==> src/rtl/sram_arbiter.sv <==
// Round-robin arbiter sharing one single-ported SRAM wrapper between two requesters.
// Optional macro SRAM_ARBITER_RDATA_REG_EN registers per-port read data (latency 2).
module sram_arbiter #(
  parameter int unsigned WIDTH    = 32,
  parameter int unsigned DEPTH    = 512,
  parameter int unsigned MAX_LOCK = 8
) (
  input  logic                       clk,
  input  logic                       rst_n,
  input  logic                       p0_req,
  input  logic                       p0_lock,
  input  logic                       p0_we,
  input  logic [WIDTH/8-1:0]         p0_be,
  input  logic [$clog2(DEPTH)-1:0]   p0_addr,
  input  logic [WIDTH-1:0]           p0_wdata,
  input  logic                       p1_req,
  input  logic                       p1_lock,
  input  logic                       p1_we,
  input  logic [WIDTH/8-1:0]         p1_be,
  input  logic [$clog2(DEPTH)-1:0]   p1_addr,
  input  logic [WIDTH-1:0]           p1_wdata,
  output logic                       p0_gnt,
  output logic                       p1_gnt,
  output logic                       p0_rvalid,
  output logic                       p1_rvalid,
  output logic [WIDTH-1:0]           p0_rdata,
  output logic [WIDTH-1:0]           p1_rdata,
  output logic                       sram_cs_n,
  output logic                       sram_we_n,
  output logic [WIDTH/8-1:0]         sram_be_n,
  output logic [$clog2(DEPTH)-1:0]   sram_addr,
  output logic [WIDTH-1:0]           sram_wdata,
  input  logic [WIDTH-1:0]           sram_rdata
);

  localparam logic [7:0] LOCK_MAX = 8'(MAX_LOCK);

  typedef enum logic [1:0] {
    OWN_NONE = 2'd0,
    OWN_P0   = 2'd1,
    OWN_P1   = 2'd2
  } owner_e;

  logic        r_rr_last;
  owner_e      r_lock_owner;
  logic [7:0]  r_lock_cnt;
  owner_e      r_rd_owner;

  logic        w_hold0;
  logic        w_hold1;
  logic        w_gnt0;
  logic        w_gnt1;
  logic        w_gnt_any;
  logic        w_gnt_we;
  logic        w_gnt_lock;
  owner_e      w_gnt_owner;

  // Lock owner keeps the bus until it hits MAX_LOCK while the other port waits;
  // the forced handover then falls through to round-robin, which picks the waiter.
  always_comb begin
    w_hold0 = (r_lock_owner == OWN_P0) && p0_req && ((r_lock_cnt < LOCK_MAX) || !p1_req);
    w_hold1 = (r_lock_owner == OWN_P1) && p1_req && ((r_lock_cnt < LOCK_MAX) || !p0_req);
    w_gnt0  = 1'b0;
    w_gnt1  = 1'b0;
    if (w_hold0) begin
      w_gnt0 = 1'b1;
    end else if (w_hold1) begin
      w_gnt1 = 1'b1;
    end else if (p0_req && p1_req) begin
      w_gnt0 = r_rr_last;
      w_gnt1 = !r_rr_last;
    end else begin
      w_gnt0 = p0_req;
      w_gnt1 = p1_req;
    end
  end

  always_comb begin
    w_gnt_any   = w_gnt0 | w_gnt1;
    w_gnt_we    = w_gnt1 ? p1_we   : (w_gnt0 & p0_we);
    w_gnt_lock  = w_gnt1 ? p1_lock : (w_gnt0 & p0_lock);
    w_gnt_owner = w_gnt1 ? OWN_P1  : (w_gnt0 ? OWN_P0 : OWN_NONE);
  end

  assign p0_gnt     = w_gnt0;
  assign p1_gnt     = w_gnt1;
  assign sram_cs_n  = !w_gnt_any;
  assign sram_we_n  = !w_gnt_we;
  assign sram_be_n  = w_gnt1 ? ~p1_be : (w_gnt0 ? ~p0_be : '1);
  assign sram_addr  = w_gnt1 ? p1_addr  : p0_addr;
  assign sram_wdata = w_gnt1 ? p1_wdata : p0_wdata;

  always_ff @(posedge clk or negedge rst_n) begin
    if (!rst_n) begin
      r_rr_last    <= 1'b1;
      r_lock_owner <= OWN_NONE;
      r_lock_cnt   <= '0;
      r_rd_owner   <= OWN_NONE;
    end else if (w_gnt_any) begin
      r_rr_last  <= w_gnt1;
      r_rd_owner <= w_gnt_we ? OWN_NONE : w_gnt_owner;
      if (w_gnt_lock) begin
        r_lock_owner <= w_gnt_owner;
        // Saturate so an uncontended owner cannot wrap the count back below MAX_LOCK.
        if (r_lock_owner == w_gnt_owner)
          r_lock_cnt <= (r_lock_cnt == 8'hFF) ? r_lock_cnt : r_lock_cnt + 8'd1;
        else
          r_lock_cnt <= 8'd1;
      end else begin
        r_lock_owner <= OWN_NONE;
        r_lock_cnt   <= '0;
      end
    end else begin
      // No grant means nobody requested, so any lock owner has dropped its request.
      r_lock_owner <= OWN_NONE;
      r_lock_cnt   <= '0;
      r_rd_owner   <= OWN_NONE;
    end
  end

`ifdef SRAM_ARBITER_RDATA_REG_EN
  logic             r_p0_rvalid;
  logic             r_p1_rvalid;
  logic [WIDTH-1:0] r_p0_rdata;
  logic [WIDTH-1:0] r_p1_rdata;

  always_ff @(posedge clk or negedge rst_n) begin
    if (!rst_n) begin
      r_p0_rvalid <= 1'b0;
      r_p1_rvalid <= 1'b0;
      r_p0_rdata  <= '0;
      r_p1_rdata  <= '0;
    end else begin
      r_p0_rvalid <= (r_rd_owner == OWN_P0);
      r_p1_rvalid <= (r_rd_owner == OWN_P1);
      if (r_rd_owner == OWN_P0) r_p0_rdata <= sram_rdata;
      if (r_rd_owner == OWN_P1) r_p1_rdata <= sram_rdata;
    end
  end

  assign p0_rvalid = r_p0_rvalid;
  assign p1_rvalid = r_p1_rvalid;
  assign p0_rdata  = r_p0_rdata;
  assign p1_rdata  = r_p1_rdata;
`else
  assign p0_rvalid = (r_rd_owner == OWN_P0);
  assign p1_rvalid = (r_rd_owner == OWN_P1);
  assign p0_rdata  = sram_rdata;
  assign p1_rdata  = sram_rdata;
`endif

endmodule

==> config.mk <==
export PLATFORM = sky130hd
export DESIGN_NAME = sram_arbiter
export DESIGN_NICKNAME = d
export VERILOG_FILES = /design/src/rtl/sram_arbiter.sv
export SDC_FILE = /design/constraint.sdc
export NUM_CORES = 1
export LEC_CHECK = 0
export BUFFER_PORTS_ARGS = -buffer_cell sky130_fd_sc_hd__buf_2
export CORE_AREA = 2 2 96 98
export DETAILED_ROUTE_END_ITERATION = 10
export DIE_AREA = 0 0 98 100
export SLEW_MARGIN = 20
export SYNTH_ARGS = -nofsm -noshare
export SYNTH_HDL_FRONTEND = slang
export SYNTH_SLANG_ARGS = --single-unit
==> constraint.sdc <==
create_clock -name clk -period 3.1 [get_ports clk]
set_input_delay 0.155 -clock clk [delete_from_list [all_inputs] [get_ports clk]]
set_output_delay 0.155 -clock clk [all_outputs]
set_load 0.02 [all_outputs]
Word-level counts from Yosys, hierarchy flattened

Index checks and enable logic that the tools add are counted.

Input bits: 130
Register bits: 13

Add/sub/neg operators: 1
Magnitude comparators: 1
Reduce and logical (&&, ||, !) cells: 12
Bitwise gates (word level): 5
Mux-type cells: 22
Eq/ne operators: 7

Operator list:

| cell                                                | count |
|---|---|
| two-way mux 32 bit                                  | 1 |
| two-way mux 8 bit                                   | 4 |
| two-way mux 2 bit                                   | 5 |
| two-way mux 1 bit                                   | 9 |
| two-way mux 9 bit                                   | 1 |
| adder 8 x 1 -> 8 bit (second input constant)        | 1 |
| == test 8 bit (second input constant)               | 1 |
| < comparator 8 x 4 -> 1 bit (second input constant) | 1 |
| two-way mux 4 bit                                   | 2 |
| NOT 4 bit                                           | 2 |
| logical AND 1 bit                                   | 5 |
| zero test 1 bit                                     | 5 |
| == test 2 x 1 -> 1 bit (second input constant)      | 2 |
| == test 2 bit (second input constant)               | 2 |
| != test 4 bit (second input constant)               | 1 |
| bitwise AND 1 bit                                   | 2 |
| == test 2 bit                                       | 1 |
| logical OR 1 bit                                    | 2 |
| OR 1 bit                                            | 1 |

Logic depth before layout (Yosys ltp)

Depth after elaboration: 11
Mapped depth: 6
Depth with buffers taken out: 5

Worst setup path before layout

OpenSTA, ideal clock, no wires.

Kind: register to output
Start: reg r_lock_cnt[7]
End: out sram_wdata[29]
Buffers on the path: 2
Path slack: 932 ps
Stages on the path, launching flop included: 7
Arrival time: 2013 ps
Data required time: 2945 ps
Cell sequence: dfrtp_1 or4_4 o211ai_2 o2111a_4 buf_12 buf_12 mux2_4

Longest elaborated chain between the ends: 6
Elaborated cells between the ends (all ways): 8

Ends and longest elaborated chain:

| item                            | line   | source |
|---|---|---|
| from (decl)                     | 46     | `logic [7:0] r_lock_cnt;` |
| from (signal assigned)          | 106    | `r_lock_cnt <= (r_lock_cnt == 8'hFF) ? r_lock_cnt : r_lock_cnt + 8'd1;` |
| < comparator 8 x 4 -> 1 bit (*) | 61, 62 |  |
| logical OR 1 bit                | 62     | `w_hold1 = (r_lock_owner == OWN_P1) && p1_req && ((r_lock_cnt < LOCK_MAX) \|\| !p0_req);` |
| logical AND 1 bit               | 62     |  |
| two-way mux 1 bit               | 67     | `end else if (w_hold1) begin` |
| two-way mux 1 bit (*)           | 65     | `if (w_hold0) begin` |
| net p1_gnt                      | 23     | `output logic p1_gnt,` |
| two-way mux 32 bit (*)          | 91     | `assign sram_wdata = w_gnt1 ? p1_wdata : p0_wdata;` |
| to (decl)                       | 32     | `output logic [WIDTH-1:0] sram_wdata,` |

Mark *: on every way through the listed nets, which the timed path passes. The rest lies on a longest branch.

Worst setup path after layout

Start: reg r_lock_cnt[7]
End: out sram_wdata[27]

Longest elaborated chain between the ends: 6
Elaborated cells between the ends (all ways): 8

Ends and longest elaborated chain:

| item                            | line |
|---|---|
| < comparator 8 x 4 -> 1 bit (*) | 61, 62 |
| logical OR 1 bit                | 62 |
| logical AND 1 bit               | 62 |
| two-way mux 1 bit               | 67 |
| two-way mux 1 bit (*)           | 65 |
| two-way mux 32 bit (*)          | 91 |

Every way passes the cells marked *; elsewhere a longest branch is shown, timed or not.

==> flow_summary.yaml <==
run_status:
  outcome: "completed"
route:
  routedWlPerCell_microns: 18.02
  drtPass1Iterations: 4
  viasPerCell: 4.374
  routed_wl_mm: 6.939
  vias: 1684
  drt.antenna.violating_nets: 0
  drt_iter0_markers: 61
  drc: 0
sta:
  rsz0062_at_grt: "no"
  clock_skew_ns: 0.002970
  drv_slew: 0
  fmax_mhz: 340.6
  fin_crit_ns: 2.936
  hold_violations: 0
  tightest_slew_ns: 0.6402
  period_share: 0.9472
  setup-tns-final_ns: 0
  slew_headroom: 0.5732
  setup_viol: 0
cells_and_area:
  multi_input_area_sq_um: 933.4
  antennaDiodeCount: 0
  layout_commonest_cell: "buf_2"
  layout_common_cells: "148 x buf_2, 39 x mux2_2, 12 x dfrtp_1"
  syn_to_final_growth_pct: 20.88
  seqCellArea_sq_um: 326.6
  fill_cells: 995
  fin_util: 0.2477
  drive_gt1_frac: 0.7336
  num-nets-final: 406
clock_tree:
  htreeDepth: 1
  clk_latency_ns: 0.25
  max-clock-path-buffers: 2
  clkTransAtPathRegs_ns: 0.06
  cts_buffers: 3
  clock-root-buffer: "clkbuf_8"
  cts_setup_buffers: 0
  cts_tree: "done"
  cts_num_sinks: 13
synth:
  yosys-top-cells-area: "buf_4 26%, mux2_2 24%, dfrtp_1 16%, buf_12 2.2%, a22oi_1 2.1%"
  synthCells: 190
  ys_seq_elements: 13
  async_flop_share: 1.000
  synth_top_cell_by_area: "buf_4"
  syn_avg_cell_area_sq_um: 9.588
  ys_warn_count: 0
  ys_seq_area_frac: 0.1793
  netlist_area_sq_um: 1822
  ys_types: 36
  synth_fp_nets: 321
  synth_top_area_frac: 0.2637
  ys.flop_type: "dfrtp_1"
  synth_edf_count: 0
setup_path:
  critPathLaunch: "r_lock_cnt[7]$_DFFE_PN0P_"
  cpPeakStageDelay_ns: 0.66
  critPathCaptureType: "output pin"
  crit_path_max_fanout: 50
  worstPathRequired_ns: 2.94
  cp_cell_sequence: "or4_4 -> o211ai_2 -> o2111a_4 -> mux2_2 -> buf_2"
  cpMaxStageDelayCell: "o2111a_4"
  cp_top_family: "compound AO/OA/AOI/OAI gates"
  worstSetupStartpointType: "flip-flop"
  crit_buf_inv: 1
  crit_arrival_ns: 2.78
  path_class: "reg2out"
  r2r_start: "r_lock_cnt[7]$_DFFE_PN0P_"
hold_path:
  hold_path.class: "in2reg"
  holdCritStartpoint: "p1_we"
floorplanning:
  core_sq_um: 8890
  initial_utilization: 0.2049
  die-area_sq_um: 9800
  num_io_pins: 245
  die_h_microns: 100
  row_count: 35
  die_x_microns: 98
power_and_ir_drop:
  seqPwrFrac: 0.257
  sw_frac_of_total: 0.4012
  p_sw_w: 0.0002933
  cellLeakagePower_nw: 1.122
  power_frac_comb: 0.533
  clkPwrFrac: 0.210
  intPower_w: 0.0004378
  p_per_area_nw_per_um2: 332.0
  irDropWorstVdd_mv: 0.1208
global_routing:
  grt-ovfl-total: 0
  globalRouteTotalUtil: 0.1296
  grt_pass1_vias: 1600
  antenna_found_initial: 0
  grt_pass1_wl_mm: 9.390
  grt_max_degree: 51
job:
  maxCapViolCount: 0
placement:
  finalWeightedCongestion: 0.8134
  dp_hpwl_mm: 6.094
  port_buffers: 148
-- routing by layer --
layer / vias up / wire length (microns) / track usage
met1: 758 / 3164 / 0.1903
met2: 125 / 2728 / 0.1691
li1: 771 / - / -
met4: 0 / 189 / 0.05128
met5: - / 0 / 0
met3: 30 / 857 / 0.04666
-- logic make-up after synthesis --
| logic type | count (synthesis) | synth area share |
|---|---|---|
| mux | 43 | 0.2685 |
| fa+ha+maj | 1 | 0.006867 |
| buf+inv | 71 | 0.3084 |
| compound gates | 15 | 0.08310 |
| xor+xnor | 4 | 0.01923 |
| flops | 13 | 0.1793 |
| simple gates | 43 | 0.1346 |
-- flip-flops by register name (all words and copies together), names as in the netlist --
register,flops
r_lock_cnt,8
r_rd_owner,2
r_rr_last,1
r_lock_owner,2
-- cell type report --
class | count | area share
clock buffers | 4 | 0.02045
well taps | 111 | 0.06307
multi-input cells | 106 | 0.4239
inverters | 2 | 0.003409
flip-flops and latches | 13 | 0.1483
repair buffers | 149 | 0.3409
-- final timing paths --
check / depth (start not counted) / end / slack (ns)
worst max-delay path: 5 / sram_wdata[27] / 0.16
worst min-delay path: 2 / r_rd_owner[1]$_DFF_PN0_ / 0.08
worst max register to register: 5 / r_lock_cnt[6]$_DFFE_PN0P_ / 0.53
worst min register to register: 2 / r_rr_last$_DFFE_PN1P_ / 0.53
max in group asynchronous: 2 / r_rr_last$_DFFE_PN1P_ / 2.49
min in group asynchronous: 2 / r_lock_cnt[1]$_DFFE_PN0P_ / 0.32
-- stage by stage --
step	cells	total power, W	hold WS [ns]	setup slack [ns]	cell area (sq um)
floorplan	190	0.0005505	-0.1406	0.9324	1822
global placement	380	0.0005761	0.06198	0.5245	2147
global route	385	0.0007724	0.08671	0.07137	2202
detailed placement	380	0.0005803	0.05983	0.4441	2147
CTS	385	0.0007350	0.07842	0.1744	2202
finish	385	0.0007311	0.07626	0.1638	2202
-- repair_timing --
item	CTS	global route
gates resized for setup	0	0
hold endpoints to repair	12	0
hold buffers	1	0
-- synthesized netlist by cell type, types with 2 or more instances --
| cell type | n |
|---|---|
| nor3_1 | 7 |
| xnor2_1 | 2 |
| o211ai_1 | 2 |
| mux2_4 | 2 |
| nand3b_1 | 2 |
| nand3_1 | 5 |
| buf_12 | 2 |
| nor2_1 | 8 |
| a22oi_1 | 5 |
| nor2b_1 | 3 |
| inv_1 | 2 |
| and3_1 | 2 |
| nor4_1 | 2 |
| nand2b_1 | 2 |
| mux2_2 | 39 |
| dfrtp_1 | 12 |
| xor2_1 | 2 |
| buf_6 | 3 |
| nand2_1 | 6 |
| buf_4 | 64 |
| mux2i_1 | 2 |
| and2_1 | 2 |
-- power groups by stage --
stage / sequential [W] / clock, W / combinational, W
2_1_floorplan: 0.000188 / 0 / 0.000362
3_3_place_gp: 0.000190 / 0 / 0.000386
3_5_place_dp: 0.000191 / 0 / 0.000390
4_1_cts: 0.000188 / 0.000155 / 0.000393
5_1_grt: 0.000189 / 0.000168 / 0.000415
6_report: 0.000188 / 0.000154 / 0.000389
No activity file was read; power rests on OpenSTA's default activity.
